$ cat src/rtl/pc_sequencer.sv
// pc_sequencer: next-PC controller and instruction-fetch sequencer.
// Drives pc_next into the PC register, runs the imem req/ack handshake,
// applies trap/jump/branch redirects (flushing stale fetches) and holds
// fetched words in a one-entry valid/ready slot.
// Optional feature: define PC_MISALIGN_TRAP_EN to trap misaligned redirect
// targets to TRAP_VEC (with a misalign_err pulse) instead of forcing them aligned.
module pc_sequencer #(
    parameter int             W        = 32,
    parameter int             INSTR_W  = 32,
    parameter logic [W-1:0]   TRAP_VEC = 32'h0000_0100
) (
    input  logic               clk,
    input  logic               reset,
    input  logic [W-1:0]       pc_cur,
    output logic [W-1:0]       pc_next,
    input  logic               branch_taken,
    input  logic [W-1:0]       branch_target,
    input  logic               jump_en,
    input  logic [W-1:0]       jump_target,
    input  logic               trap_en,
    input  logic               halt,
    output logic               imem_req,
    output logic [W-1:0]       imem_addr,
    input  logic               imem_ack,
    input  logic [INSTR_W-1:0] imem_rdata,
    output logic               instr_valid,
    input  logic               instr_ready,
    output logic [INSTR_W-1:0] instr,
    output logic [W-1:0]       instr_pc,
    output logic               misalign_err
);

    localparam logic [2:0] S_IDLE    = 3'd0;
    localparam logic [2:0] S_FETCH   = 3'd1;
    localparam logic [2:0] S_WAIT    = 3'd2;
    localparam logic [2:0] S_DISCARD = 3'd3;
    localparam logic [2:0] S_HALT    = 3'd4;

    logic [2:0]   state, state_nxt;
    logic [W-1:0] addr_q;     // address of the outstanding request
    logic [W-1:0] tgt_raw;    // priority-selected redirect target
    logic [W-1:0] tgt;        // target after alignment handling
    logic         redirect;
    logic         slot_free;
    logic         accept;     // ack data is written into the slot
    logic         mis;        // misaligned redirect this cycle

    assign redirect  = trap_en | jump_en | branch_taken;
    assign slot_free = !instr_valid || instr_ready;

    // Redirect target selection: trap > jump > branch, then alignment handling
    always_comb begin
        if (trap_en)
            tgt_raw = TRAP_VEC;
        else if (jump_en)
            tgt_raw = jump_target;
        else
            tgt_raw = branch_target;
`ifdef PC_MISALIGN_TRAP_EN
        mis = redirect && (tgt_raw[1:0] != 2'b00);
        tgt = (tgt_raw[1:0] != 2'b00) ? TRAP_VEC : tgt_raw;
`else
        mis = 1'b0;
        tgt = tgt_raw & ~{{(W-2){1'b0}}, 2'b11};
`endif
    end

    // Request/address outputs; the address is frozen while a request is outstanding
    always_comb begin
        imem_req  = 1'b0;
        imem_addr = pc_cur;
        case (state)
            S_FETCH:   imem_req = slot_free && !halt;
            S_WAIT,
            S_DISCARD: begin
                imem_req  = 1'b1;
                imem_addr = addr_q;
            end
            default:   imem_req = 1'b0;
        endcase
    end

    assign accept = imem_ack && !redirect &&
                    (((state == S_FETCH) && imem_req) || (state == S_WAIT));

    // Next PC: redirect beats sequential advance, otherwise hold
    always_comb begin
        if (redirect)
            pc_next = tgt;
        else if (accept)
            pc_next = pc_cur + W'(4);
        else
            pc_next = pc_cur;
    end

    // Fetch FSM next-state
    always_comb begin
        state_nxt = state;
        case (state)
            S_IDLE:  state_nxt = S_FETCH;
            S_FETCH: begin
                if (!imem_req)
                    state_nxt = halt ? S_HALT : S_FETCH;
                else if (!imem_ack)
                    state_nxt = redirect ? S_DISCARD : S_WAIT;
                else
                    state_nxt = S_FETCH;
            end
            S_WAIT: begin
                if (imem_ack)
                    state_nxt = (!redirect && halt) ? S_HALT : S_FETCH;
                else if (redirect)
                    state_nxt = S_DISCARD;
            end
            S_DISCARD: begin
                // Stale response retires the old request whatever else happens
                if (imem_ack)
                    state_nxt = S_FETCH;
            end
            S_HALT: begin
                if (!halt)
                    state_nxt = S_FETCH;
            end
            default: state_nxt = S_IDLE;
        endcase
    end

    // State and outstanding-request address
    always_ff @(posedge clk or posedge reset) begin
        if (reset) begin
            state  <= S_IDLE;
            addr_q <= '0;
        end else begin
            state <= state_nxt;
            if ((state == S_FETCH) && imem_req)
                addr_q <= pc_cur;
        end
    end

    // Downstream slot: flush on redirect, fill on accept, drain on ready
    always_ff @(posedge clk or posedge reset) begin
        if (reset) begin
            instr_valid <= 1'b0;
            instr       <= '0;
            instr_pc    <= '0;
        end else begin
            if (redirect)
                instr_valid <= 1'b0;
            else if (accept)
                instr_valid <= 1'b1;
            else if (instr_ready)
                instr_valid <= 1'b0;
            if (accept) begin
                instr    <= imem_rdata;
                instr_pc <= imem_addr;
            end
        end
    end

`ifdef PC_MISALIGN_TRAP_EN
    // One-cycle pulse following a misaligned redirect
    always_ff @(posedge clk or posedge reset) begin
        if (reset)
            misalign_err <= 1'b0;
        else
            misalign_err <= mis;
    end
`else
    assign misalign_err = mis;
`endif

endmodule

$ cat config.mk
export PLATFORM = sky130hd
export DESIGN_NAME = pc_sequencer
export DESIGN_NICKNAME = d
export VERILOG_FILES = /design/src/rtl/pc_sequencer.sv
export SDC_FILE = /design/constraint.sdc
export NUM_CORES = 1
export LEC_CHECK = 0
export CAP_MARGIN = 20
export CORE_AREA = 2 2 147 92
export DETAILED_ROUTE_END_ITERATION = 8
export DIE_AREA = 0 0 149 94
export GPL_TIMING_DRIVEN = 0
export HOLD_SLACK_MARGIN = 0.08
export PLACE_DENSITY = 0.86
export SYNTH_ARGS = -nofsm -noshare
export SYNTH_HDL_FRONTEND = slang
export SYNTH_SLANG_ARGS = --single-unit
$ cat constraint.sdc
create_clock -name clk -period 7.1 [get_ports clk]
set_input_delay 1.775 -clock clk [delete_from_list [all_inputs] [get_ports clk]]
set_output_delay 1.775 -clock clk [all_outputs]
set_load 0.02 [all_outputs]
==> results by group <==
Critical path
  • Worst setup path class: in2out
  • R2r worst-path depth: 8
  • Worst setup SP type: input port
  • Crit path max fanout: 10
  • Worst endpoint required time: 5.33 ns
  • Crit. End Element: output pin
  • Critical path arrival: 4.90 ns

Global route
  • Global-route usage over all layers: 28.7%
  • Largest net degree at the start of global routing: 75
  • Initial antenna violation count: 0
  • Vias in the first global route: 5556
  • First-pass GRT wire length: 30800 microns
  • Overflow after GRT: 0

Floorplan
  • Area of the core: 12600 sq um
  • Boundary pin count: 267
  • Die Ht: 94 microns
  • Die W: 149 microns
  • Die area: 14000 sq um
  • Starting Density: 44.4%
  • Rows: 32

Placement
  • Dpl hpwl: 15800 microns
  • Placer congestion estimate: 0.933
  • PortBufs: 259

Synthesis
  • Top-area cell type share of the netlist area: 44.8%
  • Seq/Total Area, Yosys: 44.8%
  • Main flop type after synthesis: dfrtp_1
  • Syn Inst Count: 537
  • Synthesized area: 5580 sq um
  • Yosys warns: 0
  • Syn Area/Cell: 10.4 sq um
  • Flop and latch count out of synthesis: 100
  • Post-synth EDFFs: 0
  • FFs w/ async S/R, synth: 100%
  • Post-synth top area cell: dfrtp_1
  • Post-synth net total: 674
  • Post-synthesis cell type count: 50
  • Main area contributors after synthesis: dfrtp_1, mux2_2, nand2_1

Final layout
  • Area delta synth->final: 56.3%
  • N_diodes: 0
  • Layout cells sized above 1: 17.1%
  • Nets: 945

STA
  • Fin crit share: 93.9%
  • Clock skew: 0.00576 ns
  • Worst Max-Slew Pin Slew: 0.807 ns
  • Max Transition Viols Final: 0
  • FMAX: 0.150 GHz
  • Unrepaired setup endpoints after global routing: false
  • Final hold viol count: 0
  • Final setup fails: 0
  • Final min period: 6.67 ns
  • Relative slew slack: 46.0%
  • Final setup TNS: 0 ns

Pwr
  • LEAKAGE: 3.60 nW
  • Pwr dens: 345 nW/um^2
  • Final Total Pwr: 3.01 mW
  • Worst IR drop on VDD: 0.196 mV

Worst hold path
  • Hold crit path type: reg2reg
  • Worst hold stages: 1

Drt
  • DRC: 0
  • DR pass1 iterations: 5
  • Vias per cell: 5.61
  • DR vias: 5518
  • Avg WL per Cell: 20.3 microns
  • Routed WL: 19900 microns
  • Routed Antenna Nets: 0
  • Initial DRC count: 443

Run status
  • Status: finished clean

CTS
  • CTS root buffer: clkbuf_16
  • Deepest clock path buffer count: 2
  • Clk_lat worst skew: 0.34 ns
  • CTS Sinks: 100
  • H-tree lvl count: 3
  • Post_cts resized: 0
  • Clock transition at path regs: 0.07 ns
  • TritonCTS clock tree: done
  • # Post-CTS Setup Buffers: 0
  • CTS Hold Bufs: 0
  • TritonCTS Buffers: 9

Flow run
  • Max-cap viol count: 0
==> synth_stat cells, drive strengths merged, types with 4 or more instances <==
master / number
o22ai: 25
nand2: 108
a21oi: 4
and3: 9
xor2: 4
nand2b: 4
clkbuf: 21
buf: 20
mux2: 97
a211oi: 12
nand4: 10
inv: 4
and2: 5
xnor2: 24
a22oi: 9
o21ai: 8
and4: 4
nor4: 12
nand3: 9
nor2: 6
nor3: 9
mux2i: 7
dfrtp: 100
==> worst paths after layout <==
path,to,slack (ns),from
setup / recovery,pc_next[31],0.43,branch_taken
hold / removal,instr_pc[19],0.49,instr_pc[19]
setup reg to reg,instr_pc[5],4.62,state[1]
hold reg to reg,instr_pc[19],0.49,instr_pc[19]
max in group asynchronous,addr_q[12],4.67,reset
min in group asynchronous,instr_pc[24],1.75,reset
==> through the flow <==
stage / area, sq um / hold slack (ns) / setup WS (ns) / utilization, % / cells
6_report: 8720 / 0.492 / 0.430 / 69.4 / 983
5_1_grt: 8720 / 0.520 / 0.444 / 69.4 / 983
4_1_cts: 8720 / 0.496 / 0.629 / 69.4 / 983
3_5_place_dp: 8420 / 0.478 / 0.643 / 66.9 / 967
3_3_place_gp: 8390 / 0.471 / 0.655 / 66.7 / 966
2_1_floorplan: 5580 / 0.479 / 1.79 / - / 537
==> registers in the layout (all words and copies together), names as in the netlist <==
register	flops
instr_pc	32
state	3
instr	32
instr_valid	1
addr_q	32
==> where the power goes <==
group          total (mW)  internal, mW  leakage (nW)  switching, mW
logic                1.52         0.772          2.20          0.743
registers           0.988         0.842          1.25          0.146
clock network       0.503         0.278         0.148          0.225
total                3.01          1.89          3.60           1.11
==> cells by family (layout without fill, tap and decap cells) <==
logic type	Yosys count	in the layout	synth area share, %
flip-flops	100	100	44.8
buffers and inverters	45	321	3.77
AND/OR/NAND/NOR	189	189	17.5
XOR/XNOR	28	28	4.39
AO/OA/AOI/OAI	69	69	8.34
other	1	1	0.0672
multiplexers	104	104	20.8
adder cells (fa/ha/maj)	1	1	0.224
==> layout make-up <==
cell class / instances / area [sq um]
Sequential cell: 100 / 2500
Clock inverter: 7 / 80.1
Tap cell: 170 / 213
Buffer: 41 / 195
Fill cell: 973 / 3850
Inverter: 4 / 17.5
Timing Repair Buffer: 260 / 2620
Clock buffer: 9 / 225
Multi-Input combinational cell: 392 / 2870
==> placed cells by master (no fill, tap or decap), types with 2 or more instances in the layout <==
master	instances
a22oi_1	9
o21ai_0	8
buf_1	6
nor3_1	9
clkbuf_1	20
dfrtp_1	100
clkdlybuf4s50_1	259
nand4_1	9
mux2_2	95
nand4b_1	2
buf_6	2
and4_1	4
xnor2_1	24
a21oi_1	4
clkbuf_16	9
and2_1	5
nand2b_1	4
xor2_1	4
a221oi_1	3
nand3_1	9
and3_1	9
inv_6	2
nor4_1	6
o22ai_1	25
a21boi_0	2
nor3b_1	2
nor4_2	6
a211oi_1	12
mux2_1	2
inv_1	3
nand2_1	108
mux2i_1	7
nor2b_1	2
buf_2	8
buf_4	4
nor2_1	6
==> critical path, cell delays in order <==
cell and delay (ns):
clkdlybuf4s50_1 0.57, nor4b_4 0.41, nand4b_1 0.23, buf_4 0.24
nor4_1 0.67, xnor2_1 0.19, o22ai_1 0.16, clkdlybuf4s50_1 0.64
==> metal layers <==
metal / vias to the layer above / track usage (%) / wire [microns] / share of wire [%]
met5: - / 0 / 0 / 0
met4: 0 / 7.62 / 370 / 1.9
met3: 32 / 6.36 / 1760 / 8.8
met2: 285 / 45.4 / 8960 / 45
met1: 2730 / 40.0 / 8840 / 44
li1: 2471 / - / - / -
Power figures use the tool's default switching activity.
